--- src/rtl/mem_lsu_pkg.sv ---
// Shared definitions for the MEM-stage load/store unit: funct3 codes,
// FSM state encoding and access-size / alignment helpers.
package mem_lsu_pkg;

  localparam logic [2:0] F3_B  = 3'b000;
  localparam logic [2:0] F3_H  = 3'b001;
  localparam logic [2:0] F3_W  = 3'b010;
  localparam logic [2:0] F3_D  = 3'b011;
  localparam logic [2:0] F3_BU = 3'b100;
  localparam logic [2:0] F3_HU = 3'b101;
  localparam logic [2:0] F3_WU = 3'b110;

  typedef enum logic [1:0] {
    ST_IDLE = 2'd0,
    ST_REQ  = 2'd1,
    ST_RESP = 2'd2,
    ST_DONE = 2'd3
  } lsu_state_e;

  // log2 of the access size in bytes (illegal codes map to 3, caught by f3_legal)
  function automatic logic [1:0] size_lg(input logic [2:0] f3);
    case (f3)
      F3_B, F3_BU: size_lg = 2'd0;
      F3_H, F3_HU: size_lg = 2'd1;
      F3_W, F3_WU: size_lg = 2'd2;
      default:     size_lg = 2'd3;
    endcase
  endfunction

  // doubleword and unsigned-word forms only exist on a 64-bit datapath
  function automatic logic f3_legal(input logic [2:0] f3, input logic is64);
    case (f3)
      F3_B, F3_H, F3_W, F3_BU, F3_HU: f3_legal = 1'b1;
      F3_D, F3_WU:                    f3_legal = is64;
      default:                        f3_legal = 1'b0;
    endcase
  endfunction

  // byte-enable mask for the access size, before shifting to the lane offset
  function automatic logic [7:0] size_mask(input logic [2:0] f3);
    case (size_lg(f3))
      2'd0:    size_mask = 8'h01;
      2'd1:    size_mask = 8'h03;
      2'd2:    size_mask = 8'h0F;
      default: size_mask = 8'hFF;
    endcase
  endfunction

  // unknown encodings are reported the same way as misaligned addresses
  function automatic logic lsu_misaligned(input logic [2:0] f3, input logic [2:0] off,
                                          input logic is64);
    logic mis;
    case (size_lg(f3))
      2'd0:    mis = 1'b0;
      2'd1:    mis = off[0];
      2'd2:    mis = |off[1:0];
      default: mis = |off[2:0];
    endcase
    lsu_misaligned = mis | ~f3_legal(f3, is64);
  endfunction

endpackage

--- src/rtl/lsu_load_align.sv ---
// Load data alignment: shift the addressed bytes down to lane 0, keep the
// access size and sign- or zero-extend to the full datapath width.
module lsu_load_align
  import mem_lsu_pkg::*;
#(
  parameter int DATA_W = 32
) (
  input  logic [DATA_W-1:0]             i_rdata,
  input  logic [$clog2(DATA_W/8)-1:0]   i_off,
  input  logic [2:0]                    i_funct3,
  output logic [DATA_W-1:0]             o_data
);

  logic [DATA_W-1:0] w_shift;
  logic [1:0]        w_lg;
  logic              w_ext;

  assign w_shift = i_rdata >> {i_off, 3'b000};
  assign w_lg    = size_lg(i_funct3);

  // extension bit: top bit of the accessed field, forced to 0 for unsigned loads
  always_comb begin
    case (w_lg)
      2'd0:    w_ext = w_shift[7];
      2'd1:    w_ext = w_shift[15];
      2'd2:    w_ext = w_shift[31];
      default: w_ext = w_shift[DATA_W-1];
    endcase
    w_ext = w_ext & ~i_funct3[2];
  end

  // replace every bit above the access size with the extension bit
  always_comb begin
    o_data = w_shift;
    for (int i = 0; i < DATA_W; i++) begin
      if (i >= (8 << w_lg)) o_data[i] = w_ext;
    end
  end

endmodule

--- src/rtl/mem_stage_lsu.sv ---
// MEM pipeline stage: load/store unit towards a req/gnt/rvalid data memory
// plus the MEM/WB register. Upstream is stalled while an access is in flight.
module mem_stage_lsu
  import mem_lsu_pkg::*;
#(
  parameter int DATA_W = 32,
  parameter int ADDR_W = 32,
  parameter int SEL_W  = 2
) (
  input  logic                  clk,
  input  logic                  reset,
  input  logic                  valid_in,
  input  logic                  mem_we,
  input  logic                  mem_re,
  input  logic [2:0]            funct3,
  input  logic                  branch_instruction,
  input  logic                  branch_in,
  input  logic                  reg_file_write_in,
  input  logic [ADDR_W-1:0]     alu_out,
  input  logic [DATA_W-1:0]     reg_out_b,
  input  logic [ADDR_W-1:0]     add_pc_in,
  input  logic [SEL_W-1:0]      select_mux_2_in,
  output logic                  stall,
  output logic                  dmem_req,
  output logic                  dmem_we,
  output logic [ADDR_W-1:0]     dmem_addr,
  output logic [DATA_W-1:0]     dmem_wdata,
  output logic [DATA_W/8-1:0]   dmem_be,
  input  logic                  dmem_gnt,
  input  logic                  dmem_rvalid,
  input  logic [DATA_W-1:0]     dmem_rdata,
  output logic                  valid_out,
  output logic                  reg_file_write_out,
  output logic [DATA_W-1:0]     mem_out,
  output logic [ADDR_W-1:0]     add_pc_out,
  output logic [ADDR_W-1:0]     alu_result_out,
  output logic [SEL_W-1:0]      select_mux_2_out,
  output logic                  pc_src_out,
  output logic                  misaligned_out
);

  localparam int   NB    = DATA_W / 8;
  localparam int   OFF_W = $clog2(NB);
  localparam logic IS64  = (DATA_W == 64);

  lsu_state_e        r_state, w_next;

  // captured instruction while the access is outstanding
  logic [ADDR_W-1:0] r_alu;
  logic [ADDR_W-1:0] r_pc;
  logic [SEL_W-1:0]  r_sel;
  logic              r_pcsrc;
  logic              r_rfw;
  logic              r_store;
  logic [2:0]        r_f3;
  logic [NB-1:0]     r_be;
  logic [DATA_W-1:0] r_wdata;
  logic [DATA_W-1:0] r_ldata;

  logic              w_mem_op;
  logic              w_mis;
  logic              w_start;
  logic              w_stall;
  logic [OFF_W-1:0]  w_off;
  logic [1:0]        w_lg;
  logic [NB-1:0]     w_be;
  logic [DATA_W-1:0] w_wdata;
  logic [DATA_W-1:0] w_ldata;

  assign w_mem_op = valid_in & (mem_we | mem_re);
  assign w_off    = alu_out[OFF_W-1:0];
  assign w_mis    = lsu_misaligned(funct3, 3'(w_off), IS64);
  assign w_start  = w_mem_op & ~w_mis;
  assign w_lg     = size_lg(funct3);
  assign w_be     = NB'(size_mask(funct3)) << w_off;

  // replicate the low access-size bytes of the store data into every lane
  always_comb begin
    w_wdata = '0;
    for (int i = 0; i < NB; i++) begin
      w_wdata[8*i +: 8] = reg_out_b[8*(i & ((1 << w_lg) - 1)) +: 8];
    end
  end

  lsu_load_align #(.DATA_W(DATA_W)) u_align (
    .i_rdata  (dmem_rdata),
    .i_off    (r_alu[OFF_W-1:0]),
    .i_funct3 (r_f3),
    .o_data   (w_ldata)
  );

  // FSM state register
  always_ff @(posedge clk or negedge reset) begin
    if (!reset) r_state <= ST_IDLE;
    else        r_state <= w_next;
  end

  // FSM next state; a read response arriving with the grant is not accepted
  always_comb begin
    w_next = r_state;
    case (r_state)
      ST_IDLE: if (w_start) w_next = ST_REQ;
      ST_REQ:  if (dmem_gnt) w_next = r_store ? ST_DONE : ST_RESP;
      ST_RESP: if (dmem_rvalid) w_next = ST_DONE;
      default: w_next = ST_IDLE;
    endcase
  end

  // FSM outputs: stall covers the accept cycle through the response cycle
  always_comb begin
    w_stall  = 1'b0;
    dmem_req = 1'b0;
    case (r_state)
      ST_IDLE: w_stall = w_start;
      ST_REQ:  begin w_stall = 1'b1; dmem_req = 1'b1; end
      ST_RESP: w_stall = 1'b1;
      default: w_stall = 1'b0;
    endcase
  end

  // inputs may still show a memory op while reset is held
  assign stall      = reset & w_stall;
  assign dmem_we    = r_store;
  assign dmem_addr  = {r_alu[ADDR_W-1:OFF_W], {OFF_W{1'b0}}};
  assign dmem_wdata = r_wdata;
  assign dmem_be    = r_be;

  // request capture, load data capture and the MEM/WB register
  always_ff @(posedge clk or negedge reset) begin
    if (!reset) begin
      r_alu              <= '0;
      r_pc               <= '0;
      r_sel              <= '0;
      r_pcsrc            <= 1'b0;
      r_rfw              <= 1'b0;
      r_store            <= 1'b0;
      r_f3               <= '0;
      r_be               <= '0;
      r_wdata            <= '0;
      r_ldata            <= '0;
      valid_out          <= 1'b0;
      reg_file_write_out <= 1'b0;
      mem_out            <= '0;
      add_pc_out         <= '0;
      alu_result_out     <= '0;
      select_mux_2_out   <= '0;
      pc_src_out         <= 1'b0;
      misaligned_out     <= 1'b0;
    end else begin
      case (r_state)
        ST_IDLE: begin
          if (w_start) begin
            r_alu              <= alu_out;
            r_pc               <= add_pc_in;
            r_sel              <= select_mux_2_in;
            r_pcsrc            <= branch_instruction & branch_in;
            r_rfw              <= reg_file_write_in;
            r_store            <= mem_we;
            r_f3               <= funct3;
            r_be               <= w_be;
            r_wdata            <= w_wdata;
            valid_out          <= 1'b0;
            reg_file_write_out <= 1'b0;
            pc_src_out         <= 1'b0;
            misaligned_out     <= 1'b0;
          end else begin
            // plain ALU op, or a memory op rejected for alignment
            valid_out          <= valid_in;
            reg_file_write_out <= valid_in & reg_file_write_in & ~w_mem_op;
            mem_out            <= '0;
            add_pc_out         <= add_pc_in;
            alu_result_out     <= alu_out;
            select_mux_2_out   <= select_mux_2_in;
            pc_src_out         <= branch_instruction & branch_in;
            misaligned_out     <= w_mem_op;
          end
        end
        ST_RESP: begin
          if (dmem_rvalid) r_ldata <= w_ldata;
          valid_out          <= 1'b0;
          reg_file_write_out <= 1'b0;
          pc_src_out         <= 1'b0;
          misaligned_out     <= 1'b0;
        end
        ST_DONE: begin
          valid_out          <= 1'b1;
          reg_file_write_out <= r_rfw & ~r_store;
          mem_out            <= r_store ? '0 : r_ldata;
          add_pc_out         <= r_pc;
          alu_result_out     <= r_alu;
          select_mux_2_out   <= r_sel;
          pc_src_out         <= r_pcsrc;
          misaligned_out     <= 1'b0;
        end
        default: begin
          valid_out          <= 1'b0;
          reg_file_write_out <= 1'b0;
          pc_src_out         <= 1'b0;
          misaligned_out     <= 1'b0;
        end
      endcase
    end
  end

endmodule

--- config.mk ---
export PLATFORM = sky130hd
export DESIGN_NAME = mem_stage_lsu
export DESIGN_NICKNAME = d
export VERILOG_FILES = /design/src/rtl/mem_lsu_pkg.sv /design/src/rtl/lsu_load_align.sv /design/src/rtl/mem_stage_lsu.sv
export SDC_FILE = /design/constraint.sdc
export NUM_CORES = 1
export LEC_CHECK = 0
export ABC_AREA = 0
export CAP_MARGIN = 40
export CORE_UTILIZATION = 30
export DETAILED_ROUTE_END_ITERATION = 10
export GPL_TIMING_DRIVEN = 0
export MAX_ROUTING_LAYER = met4
export PLACE_DENSITY = 0.57
export SLEW_MARGIN = 10
export SYNTH_ARGS = -nofsm -noshare
export SYNTH_HDL_FRONTEND = slang
export SYNTH_HIERARCHICAL = 1
export SYNTH_SLANG_ARGS = --single-unit
--- constraint.sdc ---
create_clock -name clk -period 2.9 [get_ports clk]
set_clock_uncertainty 0.15 [all_clocks]
set_input_delay 0.29 -clock clk [delete_from_list [all_inputs] [get_ports clk]]
set_output_delay 0.29 -clock clk [all_outputs]
set_load 0.1 [all_outputs]
# ---- Yosys cells after proc, flatten, opt, wreduce, memory -nomap -nowiden
# Index checks and enable logic that the tools add are counted.
dict set report totals {
  latch_bits 0
  ram_bits 0
  in_bits 143
  mem_bits_ro 0
  register_bits 244
  elab_cells 175
  memories 0
  output_inout_bits 173
}
dict set report classes {
  n_addsub 1
  shift 7
  bitwise 15
  muxes 62
  multipliers 0
  reduce_logical 19
  div_mod_pow 0
  n_eq_ne 20
  order_cmp 32
}
# operator n
set ops {}
lappend ops {{$ge 6x32->1 const A} 16}
lappend ops {{$ge 5x32->1 const A} 8}
lappend ops {{$pmux 32 s2} 3}
lappend ops {{$ge 4x32->1 const A} 4}
lappend ops {{$mux 32} 4}
lappend ops {{$ge 3x32->1 const A} 2}
lappend ops {{$shiftx 32x6->8} 2}
lappend ops {{$mux 1} 40}
lappend ops {{$ge 1x32->1 const A} 1}
lappend ops {{$ge 2x32->1 const A} 1}
lappend ops {{$shiftx 32x5->8} 1}
lappend ops {{$shl 4x2->32 const A} 1}
lappend ops {{$shr 32x5->32} 1}
lappend ops {{$eq 3x3->1 const B} 6}
lappend ops {{$pmux 2 s3} 3}
lappend ops {{$reduce_or 2->1} 8}
lappend ops {{$pmux 1 s2} 6}
lappend ops {{$pmux 4 s3} 1}
lappend ops {{$and 1x1->1} 8}
lappend ops {{$mux 2} 4}
lappend ops {{$ne 2x2->1 const B} 4}
lappend ops {{$eq 2x1->1 const B} 3}
lappend ops {{$eq 2x2->1 const B} 3}
lappend ops {{$eq 3x1->1 const B} 2}
lappend ops {{other kinds (13)} 24}

# ---- Longest topological paths before layout
# Gate-level depths: netlist of the first run.
dict set report logic_depth {
  depth_word 10
  ltp_mapped 10
  ltp_nobuf 6
}

# ---- By module
# Netlist of the first run, hierarchy kept.
# mod area_per_inst_um2 seq_area_each_um2 cells_per_inst n_inst
set by_module_without_submodules {}
lappend by_module_without_submodules {mem_stage_lsu 10410.0 6105.9 987 1}
lappend by_module_without_submodules {lsu_load_align 788.3 0.0 107 1}

# ---- Worst setup path before layout of the first run
# No wires, ideal clock.
dict set report synth_timing {
  path_kind {in2out}
  startpoint {input port alu_out[1]}
  endpoint {output port stall}
  arrival_ns 2.501
  cell_stages 8
  path_buffers 4
  path_slack_ns -0.041
  required_ns 2.460
  cell_sequence {clkbuf_2 or4_4 a211o_1 buf_6 nand2b_2 buf_6 buf_2 and3b_1}
}
dict set report synth_via {
  elab_chain_len 7
}
# item line_no
set synth_rtl {}
lappend synth_rtl {{start: declaration} mem_stage_lsu.sv:19} ;# input logic [ADDR_W-1:0] alu_out,
lappend synth_rtl {{$reduce_or 2->1} {mem_lsu_pkg.sv:56, mem_lsu_pkg.sv:57}}
lappend synth_rtl {{$pmux 1 s2} mem_lsu_pkg.sv:53} ;# case (size_lg(f3))
lappend synth_rtl {{$or 1x1->1} mem_lsu_pkg.sv:59} ;# lsu_misaligned = mis | ~f3_legal(f3, is64);
lappend synth_rtl {{$not 1->1} mem_stage_lsu.sv:73} ;# assign w_start = w_mem_op & ~w_mis;
lappend synth_rtl {{$and 1x1->1} mem_stage_lsu.sv:73}
lappend synth_rtl {{$pmux 1 s2} mem_stage_lsu.sv:113} ;# case (r_state)
lappend synth_rtl {{$and 1x1->1} mem_stage_lsu.sv:122} ;# assign stall = reset & w_stall;
lappend synth_rtl {{end: declaration} mem_stage_lsu.sv:23} ;# output logic stall,
# Every way passes these cells.

# ---- Worst setup path after layout of the first run
dict set report layout_timing {
  startpoint {input port funct3[2]}
  endpoint {output port stall}
}
dict set report layout_via {
  elab_chain_len 10
  word_cells_on_any_way 21
  cone_classes {6 x eq/ne; 4 x mux; 5 x bitwise; 6 x reduce/logical}
}
# item line_no
set layout_rtl {}
lappend layout_rtl {{start: declaration} mem_stage_lsu.sv:15} ;# input logic [2:0] funct3,
lappend layout_rtl {{$eq 3x2->1, or another cell as far along} {mem_lsu_pkg.sv:22, mem_lsu_pkg.sv:32}}
lappend layout_rtl {{$reduce_or 2->1} mem_lsu_pkg.sv:22} ;# case (f3)
lappend layout_rtl {{$pmux 2 s3} mem_lsu_pkg.sv:22}
lappend layout_rtl {{$eq 2x1->1 / $logic_not 2->1 (equally long branches)} mem_lsu_pkg.sv:53}
lappend layout_rtl {{$pmux 1 s2} mem_lsu_pkg.sv:53}
lappend layout_rtl {{$or 1x1->1 *} mem_lsu_pkg.sv:59}
lappend layout_rtl {{$not 1->1 *} mem_stage_lsu.sv:73}
lappend layout_rtl {{$and 1x1->1 *} mem_stage_lsu.sv:73}
lappend layout_rtl {{$pmux 1 s2 *} mem_stage_lsu.sv:113}
lappend layout_rtl {{$and 1x1->1 *} mem_stage_lsu.sv:122}
# Every way passes the cells marked *; elsewhere a longest branch is shown, timed or not.

==> results.toml, run 1 <==
[status]
status = "finished, final reports clean"

[cells_and_area]
final_nets = 1760
layout-drive-gt1-share = 0.212
area_growth_pct = 74.3
fin_cells = 2104
post-route-util = 0.532

[floorplanning]
die_w_um = 195
die_area_um2 = 38100
num_rows = 70
coreArea_um2 = 36700
die_h_um = 195
io_pins = 316
initial_core_util = 0.305

[worst_setup_path]
cp.arrival_ps = 2360
timing.rr.end = "mem_out[1]$_DFFE_PN0P_"
reg2reg_depth = 5
path_max_fanout = 9
critical_path_class = "in -> out"
required_ps = 2460
start_kind = "input port"
rrSetupSlack_ps = 350
r2r_start = "r_state[1]$_DFFE_PN0P_"
end_kind = "output pin"

[synth]
synth_edf_count = 0
async_flop_share = 1.00
ys_types = 48
yosysSeqAreaShare = 0.545
netlist.top_cell.by_area = "dfrtp_1"
synth_area_per_cell_um2 = 10.2
yosys_warnings = 6
synth_top_area_share = 0.545
ys_ff_latch = 244
synth_most_common_cell = "nand2_1"
synthTopCellsByCount = "267 x nand2_1, 244 x dfrtp_1, 159 x o21ai_0"
syn_area_um2 = 11200
synth.top_cells.by_area = "dfrtp_1 55%, mux2i_1 9.5%, nand2_1 8.9%, o21ai_0 7.1%, mux2_2 3.5%"
synthFlopType = "dfrtp_1"
syn_inst = 1094

[placement]
gp_congestion = 0.864
dpl.hpwl_um = 30000
dp.cells = 2047
io_buffers = 310

[global_route]
grt_max_degree = 105
grt_pass1_vias = 10700
antenna_found_initial = 3
grt_overflow = 0
grt_pass1_wl_um = 62900
gr-usage-all-layers = 0.220

[hold_path]
worst_hold_startpoint = "alu_out[1]"
hold_depth = 3
min_path_type = "in -> reg"
hold-path-endpoint = "alu_result_out[1]$_DFFE_PN0P_"

[sta]
maxSlewViolCount = 0
fin_crit_sh = 0.965
fin_crit_ps = 2800
final_hold_viol_count = 0
rsz0062_at_grt = "no"
slew_headroom = 0.444
worst_pin_slew_ps = 834
fmax_mhz = 357
setup_viol = 0

[job]
max_cap_violations = 0

[drt]
routed_via_density = 4.86
initialDrtViolationCount = 518
wl_per_cell_um = 19.5
ant_nets = 0
vias = 10200
firstDrtPassIters = 5
wirelength_um = 41000
drcViolationCount = 0

[clock_network]
clock_latency_ps = 550
cts_tree = "built"
cts_max_level = 1
cts_max_path_buffers = 3
root_buffer = "clkbuf_16"
clock_sinks = 244
cts.clk_slew.worst_paths_ps = 60
cts_buffers = 29
[registers in the layout, summed over array words and instances (netlist names)]
register	cells
add_pc_out	32
reg_file_write_out	1
dmem_wdata	32
pc_src_out	1
r_sel	2
mem_out	32
r_ldata	32
alu_result_out	32
dmem_be	4
r_rfw	1
valid_out	1
r_pcsrc	1
r_pc	32
dmem_we	1
select_mux_2_out	2
r_alu	32
r_state	2
r_f3	3
misaligned_out	1
[cell type report]
cell class | count | area [um^2]
flip-flops and latches | 244 | 6110
well taps | 468 | 586
inverters | 5 | 18.8
diodes | 3 | 7.51
fillers | 3017 | 17200
repair buffers | 490 | 6710
clock inverters | 15 | 210
plain buffers | 112 | 656
clock buffers | 36 | 782
multi-input cells | 731 | 4440
[per-layer routing]
layer / wire, um / global-route usage / vias up
li1: - / - / 4772
met1: 17100 / 0.271 / 5022
met2: 20400 / 0.373 / 364
met3: 2470 / 0.0399 / 67
met4: 1000 / 0.0575 / 0
met5: 0 / - / -
[worst max-delay path, cell delays in order]
cell and delay [ps]:
clkdlybuf4s50_1 460, or4_4 570, a211o_1 320, buf_6 140, nand2b_2 80, buf_12 110, and3b_2 210, buf_12 170
[cells by family (layout without fill, tap and decap cells)]
kind of cell / count (synthesis) / after routing / synth area share
buffers and inverters: 120 / 658 / 0.0604
other: 1 / 5 / 0.000335
XOR/XNOR: 1 / 1 / 0.000782
multiplexers: 143 / 143 / 0.133
adder cells (fa/ha/maj): 4 / 4 / 0.00447
AO/OA/AOI/OAI: 264 / 264 / 0.142
AND/OR/NAND/NOR: 317 / 317 / 0.114
flip-flops: 244 / 244 / 0.545
[timing repair]
item / in CTS / in global routing
endpoints found under the setup margin: 21 / 31
gates resized for setup: 8 / 2
pin swaps: 0 / 0
hold buffers: 3 / 0
gates cloned: 0 / 1
hold endpoints to repair: 67 / 0
buffers inserted: 2 / 1
[how the worst max path moves through the flow]
stage                                       from                endpoint  slack [ps]  cells after the start
after global routing      r_state[1]$_DFFE_PN0P_                   stall          30                      4
after CTS                 r_state[1]$_DFFE_PN0P_  mem_out[1]$_DFFE_PN0P_          30                      5
after floorplan                       alu_out[1]                   stall         240                      8
final                                  funct3[2]                   stall         100                      8
after global placement                     reset   r_alu[28]$_DFFE_PN0P_       -9690                      1
after detailed placement               funct3[2]                   stall        -790                     10
[layout by cell type, fill, tap and decap left out, types with 9 or more instances in the layout]
master           count
a21oi_1             28
nand2_1            266
o22ai_1              9
dfrtp_1            244
o21ai_0            159
buf_4               37
nor2_1              17
buf_16              74
buf_2               14
clkbuf_16           30
nor2b_1             10
mux2_2              35
buf_8              101
clkdlybuf4s50_1    308
or2_2                9
a22o_1              33
mux2i_1            106
clkbuf_1            49
[per-stage QoR]
stage | setup TNS (ps) | worst slack [ps] | hold slack [ps] | cell area (um^2)
final | 0 | 102 | 27.8 | 19500
after global routing | 0 | 27.3 | 68.7 | 19500
after CTS | 0 | 34.4 | 22.9 | 19500
after detailed placement | -2310 | -794 | 122 | 18400
after global placement | -2367320 | -9690 | 307 | 14900
after floorplan | 0 | 241 | -156 | 11200
Power of run 1 is not shown: default switching activity piles up to over one toggle a cycle in this logic, so the estimate is an artifact.
==> run 2: changes to the inputs <==
Settings changed: HOLD_SLACK_MARGIN set to 0.06, PLACE_DENSITY 0.57 to 0.59.
Clock period 2.9 ns to 2.3 ns, I/O delays scaled along.
==> run 2 against run 1 <==
  * The run now ends with hold timing, setup timing left
  * Register-to-register slack worse by 260 ps
  * Highest routed layer unchanged
  * Largest cell class unchanged
  * Utilization is 0.58 points higher
  * Clock-buffer cell count is 5 higher
  * Cell area is 1.1% higher
  * Flip-flop and latch count stayed put
  * Non-clock buffer count is 17 higher
  * Wire length is 2.1% higher
  * Critical path depth stayed put
  * Hold slack worse by 240 ps
  * Sequential share of layout area is 0.34 points lower
==> results.toml, run 2 (synthesized netlist as in run 1, its figures left out) <==
[status]
status = "complete, but fails checks"
violations = "hold timing, setup timing"

[floorplanning]
io_pins = 316
num_rows = 70
coreArea_um2 = 36700
die_area_um2 = 38100
initial_core_util = 0.305
die_w_um = 195
die_h_um = 195

[worst_setup_path]
required_ps = 1920
start_kind = "flop"
path_cells = "inv_2, ha_4, nand2_4, a211o_4, nand2b_4, buf_12, and3b_4, buf_12"
end_kind = "output pin"
cpPeakStageDelay_ps = 390
critical_path_class = "reg -> out"
cp.arrival_ps = 2160
cpMaxStageDelayCell = "dfrtp_1"
path_max_fanout = 2
cp_common_cell = "buf_12"

[cells_and_area]
fill_cells = 2999
area_growth_pct = 76.2
multi_input_area_um2 = 4480
post-route-util = 0.538
final_cell_mix = "306 x clkdlybuf4s50_1, 266 x nand2_1, 244 x dfrtp_1, 159 x o21ai_0, 106 x mux2i_1"
layout-drive-gt1-share = 0.233
final_common_cell = "clkdlybuf4s50_1"
seqCellArea_um2 = 6110
final_nets = 1776

[drt]
drcViolationCount = 0
vias = 10300
ant_nets = 0
wl_per_cell_um = 19.7
firstDrtPassIters = 5
routed_via_density = 4.86
initialDrtViolationCount = 580
wirelength_um = 41900

[sta]
final_hold_viol_count = 158
maxSlewViolCount = 0
worst_slack_ps = -242
slew_headroom = 0.418
fmax_mhz = 393
worst_pin_slew_ps = 873
setup_viol = 1
fin_crit_ps = 2540
timing.hold.ws_ps = -210
rsz0062_at_grt = "yes"
fin_crit_sh = 1.11

[clock_network]
cts_buffers = 28
cts_tree = "built"
clock_sinks = 244
cts.clk_slew.worst_paths_ps = 60
cts_max_path_buffers = 3
hold_buffers = 13
root_buffer = "clkbuf_16"
clock_latency_ps = 550
cts_max_level = 1

[global_route]
gr-usage-all-layers = 0.227
grt_pass1_vias = 11100
antenna_found_initial = 2
grt_overflow = 0
grt_max_degree = 105
grt_pass1_wl_um = 64500

[hold_path]
min_path_type = "in -> async"

[placement]
gp_congestion = 0.872
io_buffers = 310
dpl.hpwl_um = 30700

[job]
max_cap_violations = 0
## run 2: changes by cell type in the layout (fill, tap and decap cells not counted), sizes merged, moves of 2 or more
cell           previous run  this run
buf                     237       249
bufinv                    5         2
clkbuf                   90        95
clkdlybuf4s50           308       306
clkinvlp                  4         1
dlygate4sd3               3         9
## run 2: stage by stage
step | cell area, um^2 | TNS [ps] | instances | setup WS [ps] | hold slack [ps]
2_1_floorplan | 11200 | -49.1 | 1095 | -49.1 | -216
3_3_place_gp | 14900 | -2590240 | 1873 | -10250 | 306
3_5_place_dp | 18400 | -91570 | 2047 | -1110 | 41.7
4_1_cts | 19700 | -307 | 2118 | -307 | -220
5_1_grt | 19700 | -307 | 2120 | -301 | -192
6_report | 19700 | -242 | 2120 | -242 | -210
## run 2: final cells by class
cell class	count	share of cell area
repair buffers	509	0.350
multi-input cells	731	0.227
plain buffers	110	0.0349
clock buffers	41	0.0421
clock inverters	10	0.00539
well taps	468	0.0297
inverters	5	0.000951
diodes	2	0.000254
flip-flops and latches	244	0.309
## run 2: worst max-delay path, delay by kind of cell (launching register included)
family,cells,cell delay [ps]
AOI/OAI and AO/OA,1,330
adders and majority gates,1,160
buffers and inverters,3,370
DFF,1,390
and+or+nand+nor,3,360
## run 2: worst paths after layout
kind                                         start                         end  slack, ps  cells past startpoint
setup / recovery            r_state[0]$_DFFE_PN0P_                       stall       -240                      8
hold / removal                               reset      mem_out[5]$_DFFE_PN0P_       -210                      5
setup reg to reg            r_state[1]$_DFFE_PN0P_      mem_out[7]$_DFFE_PN0P_         90                      7
hold reg to reg            r_ldata[16]$_DFFE_PN0P_     mem_out[16]$_DFFE_PN0P_        320                      1
max in group asynchronous                    reset  dmem_wdata[26]$_DFFE_PN0P_       1440                      6
min in group clk                      add_pc_in[7]         r_pc[7]$_DFFE_PN0P_         80                      3
## run 2: repair_timing
item,CTS,global route
pin swaps,2,2
endpoints found under the setup margin,171,178
buffers inserted,11,3
gates resized for setup,24,47
hold endpoints to repair,258,158
## run 2: layer usage
metal,routed length [um],track usage,part of all wire
met1,17400,0.275,0.42
met2,20900,0.382,0.50
met3,2600,0.0413,0.062
met4,958,0.0703,0.023
met5,0,-,0
Power of run 2 is left out for the same reason.
==> patch 1: new RTL, flow settings as in run 2 <==
`DATA_W` is set to 32 in 2 places; all go to 64.
--- a/src/rtl/lsu_load_align.sv
+++ b/src/rtl/lsu_load_align.sv
@@ -4,5 +4,5 @@
   import mem_lsu_pkg::*;
 #(
-  parameter int DATA_W = 32
+  parameter int DATA_W = 64
 ) (
   input  logic [DATA_W-1:0]             i_rdata,
--- a/src/rtl/mem_stage_lsu.sv
+++ b/src/rtl/mem_stage_lsu.sv
@@ -4,5 +4,5 @@
   import mem_lsu_pkg::*;
 #(
-  parameter int DATA_W = 32,
+  parameter int DATA_W = 64,
   parameter int ADDR_W = 32,
   parameter int SEL_W  = 2
Interface: changed (5 resized); port bits go from 316 to 448. No check against the original RTL was run, so the function may have changed too.
==> patch 1 against run 2 <==
  * The run still ends with negative hold slack, negative setup slack left
  * Synthesized area rose by 52%
  * Count of clock-buffer cells in the layout rose by 18
  * Final cell count rose by 51%
  * Setup slack got worse by 190 ps
  * Routed wire length rose by 66%
  * Sequential cell count rose by 100
  * Design area rose by 54%
Power is left out: the tool's default activity adds up to more than one toggle a clock period on the data nets, which glitch-free logic cannot reach.
==> patch 1: results (changes against run 2) <==
- The number of hold-slack violations in the final timing report is 175 (+11%).
* Relative max-transition margin: 42.95% (+1.1 points)
* Post-placement worst setup slack: -1306 ps (-190.9 ps)
* Most common library cells after synthesis: sky130_fd_sc_hd__nand2_1, sky130_fd_sc_hd__dfrtp_1, sky130_fd_sc_hd__mux2_2, sky130_fd_sc_hd__mux2i_1, sky130_fd_sc_hd__o21ai_0
- # port buffers: 442 (+43%)
- The cts-stage hold buffer count is 3 (-10).
- The per-cell via count in the routed design came to 4.937 (+1.6%).
- The fraction of registers with async set or reset after synthesis was 100.0% (unchanged).
- Worst-Skew Late Latency: 580 ps (+30 ps)
* Number of different library cells in the post-synthesis netlist: 60 (+25%)
- Detailed-placement wirelength estimate: 52.00 mm (+69%)
- The final hold slack is -548.8 ps (-339.1 ps).
- Data arrival, critical path: 2350 ps (+190 ps)
- Sequential element share of the synthesized area: 50.53% (-4.0 points)
- Remaining Overflow, GRT: 0 (unchanged)
* Crit path setup slack, layout: -432.8 ps (-190.7 ps)
- The net count reported at finish came to 2,621 (+48%).
* Total global-route track usage: 24.52% (+1.8 points)
* Outcome: complete, but fails checks
- The total clock buffers created by CTS was 43 (+54%).
* Relative area change from synthesis to final layout: 78.03%
* Placer congestion estimate: 0.9365 (+7.5%)
- Clock tree synthesis selected as its root buffer the cell sky130_fd_sc_hd__clkbuf_16.
- Number of detailed-route iterations in the first pass: 5 (unchanged)
* Setup Viol. Count Final: 65 (+64)
* Failing checks: negative hold slack, negative setup slack
* Vias in the first global route: 16,695 (+51%)
- 1st-iter DRT viols: 833 (+44%)
- The clock input transition at the sequential cells of the worst setup and hold paths was 60 ps (about the same).
- The maximum number of pins on one net before global-route repair was 107 (+1.9%).
* Share of layout cells above drive strength 1: 31.74% (+8.5 points)
- Maximum buffer depth of the clock tree: 3 (unchanged)
- The first-pass GRT wire length is 102.5 mm (+59%).
- By area the synthesized netlist is led by sky130_fd_sc_hd__dfrtp_1, sky130_fd_sc_hd__mux2_2, sky130_fd_sc_hd__mux2i_1.
- H-tree depth reported by CTS: 2 (+1)
- Synth warnings: 6 (unchanged)
- The initial antenna violation count was 6 (+4).
- Type of the worst min-delay path: input port to async pin
- Highest fanout seen on the critical path: 3 (+1)
- Synth Flop Type: sky130_fd_sc_hd__dfrtp_1
- Wire length reported by the detailed router: 69.55 mm (+66%)
## patch 1: per-stage QoR
step                area [um^2]  utilization (%)  std cells  setup TNS, ps  hold slack (ps)
global route              30330            54.52       3199         -20060           -523.5
detailed placement        27330            49.12       3068        -137110            78.15
CTS                       29870            53.70       3186          -8500           -553.3
floorplan                 17050                -       1635              0           -215.6
finish                    30330            54.52       3200          -9592           -548.8
global placement          22410            40.28       2825       -5194920            311.7
## patch 1: area by class of cell
class,instances,area [um^2]
fill,4581,25300
timing repair buffer,732,9857
sequential,344,8613
multi-input combinational,1132,8273
clock buffer,59,1206
buffer,149,1094
tap,748,935.9
clock inverter,21,304.0
inverter,8,30.03
antenna,7,17.52
## patch 1: timing repair
item | in CTS | in global routing
endpoints found under the hold margin | 242 | 135
pin swaps | 12 | 17
gates cloned | 6 | 1
setup endpoints to repair | 294 | 184
buffers inserted | 33 | 13
gates resized for setup | 200 | 116
## patch 1: worst paths after layout
kind	start	end	slack [ps]	depth (start not counted)
setup / recovery	r_state[0]	stall	-430	9
hold reg to reg	mem_out[33]	mem_out[33]	330	2
max in group asynchronous	reset	r_ldata[33]	1110	3
setup reg to reg	r_alu[0]	r_ldata[53]	-210	9
hold / removal	reset	dmem_wdata[28]	-550	1
min in group clk	branch_in	r_pcsrc	100	3
## patch 1: metal layers
metal | track usage [%] | routed length [um] | up-vias
met1 | 29.04 | 28340 | 7903
met5 | - | 0 | -
li1 | - | - | 7201
met3 | 3.697 | 3818 | 129
met4 | 8.705 | 2211 | 0
met2 | 42.19 | 35180 | 565
## patch 1: worst max-delay path: stages, from the launching register on
cell and delay [ps]:
sky130_fd_sc_hd__dfrtp_1 400, sky130_fd_sc_hd__inv_2 90, sky130_fd_sc_hd__ha_4 150, sky130_fd_sc_hd__o211a_1 170
sky130_fd_sc_hd__a41o_1 210, sky130_fd_sc_hd__buf_12 130, sky130_fd_sc_hd__buf_12 110, sky130_fd_sc_hd__buf_16 100
sky130_fd_sc_hd__and3b_4 230, sky130_fd_sc_hd__buf_16 180
## patch 1: cells by family after synthesis
family,synth area share (%)
and+or+nand+nor,11.24
DFF,50.53
muxes,22.00
AOI/OAI and AO/OA,10.61
buffers and inverters,5.310
adders and majority gates,0.2938
other,0.02201
==> patch 2: new RTL, flow settings as in run 2 <==
Made on the original files. Reset style: synchronous (`reset`), changed in 2 clocked blocks.
--- a/src/rtl/mem_stage_lsu.sv
+++ b/src/rtl/mem_stage_lsu.sv
@@ -91,5 +91,5 @@
 
   // FSM state register
-  always_ff @(posedge clk or negedge reset) begin
+  always_ff @(posedge clk) begin
     if (!reset) r_state <= ST_IDLE;
     else        r_state <= w_next;
@@ -127,5 +127,5 @@
 
   // request capture, load data capture and the MEM/WB register
-  always_ff @(posedge clk or negedge reset) begin
+  always_ff @(posedge clk) begin
     if (!reset) begin
       r_alu              <= '0;
Function: changed (Yosys sat finds a counterexample within 4 cycles, from zero or initial values and one cycle with reset low; the reset may be asserted at any time).
==> patch 2 against run 2 <==
  * The run ends with negative setup slack left
  * Routed wire length grew 1.2%
  * Count of clock-buffer cells in the layout shrank 1
  * Hold slack gained 300 ps
  * Global-route usage shrank 0.77 points
  * Setup slack gained 230 ps
  * Synthesized area grew 3.1%
  * Sequential cell count is the same
  * Design area grew 0.81%
==> patch 2: results (changes against run 2) <==
- Outcome: complete, but fails checks
- The checks that failed: negative setup slack.
- The total wire length was 42.35 mm (+1.2%).
- Number of buffers created by CTS: 29 (+3.6%)
* Total negative slack: -14.53 ps (+227.6 ps)
- Placer congestion estimate: 0.8891 (+2.0%)
- The count of input and output buffers came to 311 (+0.32%).
- Detailed-placement wirelength estimate: 32.88 mm (+7.0%)
- The post-route core utilization came to 52.68% (-1.1 points).
* Cell family with the largest share of critical-path delay: buffers and inverters
- Vias: 11,321 (+9.9%)
- Synth Flop Type: sky130_fd_sc_hd__dfxtp_1
* Global-route wire length before repair: 64.97 mm (+0.80%)
- The mux contribution to synthesized area was 15.44% (+2.2 points).
- The cts-stage hold buffer count came to 2 (-11).
- The number of setup violations in the final report is 1 (unchanged).
- The maximum fanout encountered on the critical timing path is 10 (+8).
- Crit path setup slack, layout: -14.53 ps (+227.6 ps)
- Top cells by area in the synthesized netlist: sky130_fd_sc_hd__dfxtp_1, sky130_fd_sc_hd__nand2_1, sky130_fd_sc_hd__mux2i_1
- Cell count after placement: 2,342 (+14%)
- Initial antenna violation count: 4 (+2)
- Area post-placement: 18,740 um^2 (+1.8%)
- Relative max-transition margin: 51.58% (+9.8 points)
- The filler cell count is 3,312 (+10%).
* Data arrival, critical path: 1930 ps (-230 ps)
- Synthesized-area fraction occupied by ao, oa, aoi and oai cells: 17.54% (+3.4 points)
- The net count reported at finish was 2,018 (+14%).
- The number of standard cells in the layout, taps in and fillers out came to 2,409 (+14%).
patch 2: layout make-up:
| cell class | count | share of cell area [%] |
|---|---|---|
| sequential | 244 | 24.58 |
| buffer | 141 | 3.926 |
| antenna | 4 | 0.05033 |
| clock buffer | 40 | 4.209 |
| inverter | 4 | 0.08807 |
| multi-input combinational | 952 | 29.69 |
| timing repair buffer | 499 | 33.44 |
| tap | 511 | 3.215 |
| clock inverter | 14 | 0.7989 |
patch 2: layer usage:
metal	part of all wire, %	global-route usage, %
met3	4.3	2.981
met2	50	38.70
met1	43	25.47
met5	0	-
met4	3.0	7.005
patch 2: power by group:
group / switching [mW] / internal (mW)
logic: 6.23 / 4.02
registers: 0.340 / 4.84
clock network: 1.88 / 2.88
total: 8.45 / 11.7
patch 2: worst paths after layout:
kind                          to       start  cells after the start  slack, ps
hold / removal          r_alu[8]  alu_out[8]                      3         90
hold reg to reg         r_pc[28]    r_pc[28]                      2        300
setup / recovery           stall  r_state[1]                      5        -10
setup reg to reg  dmem_wdata[16]  r_state[0]                     11         50
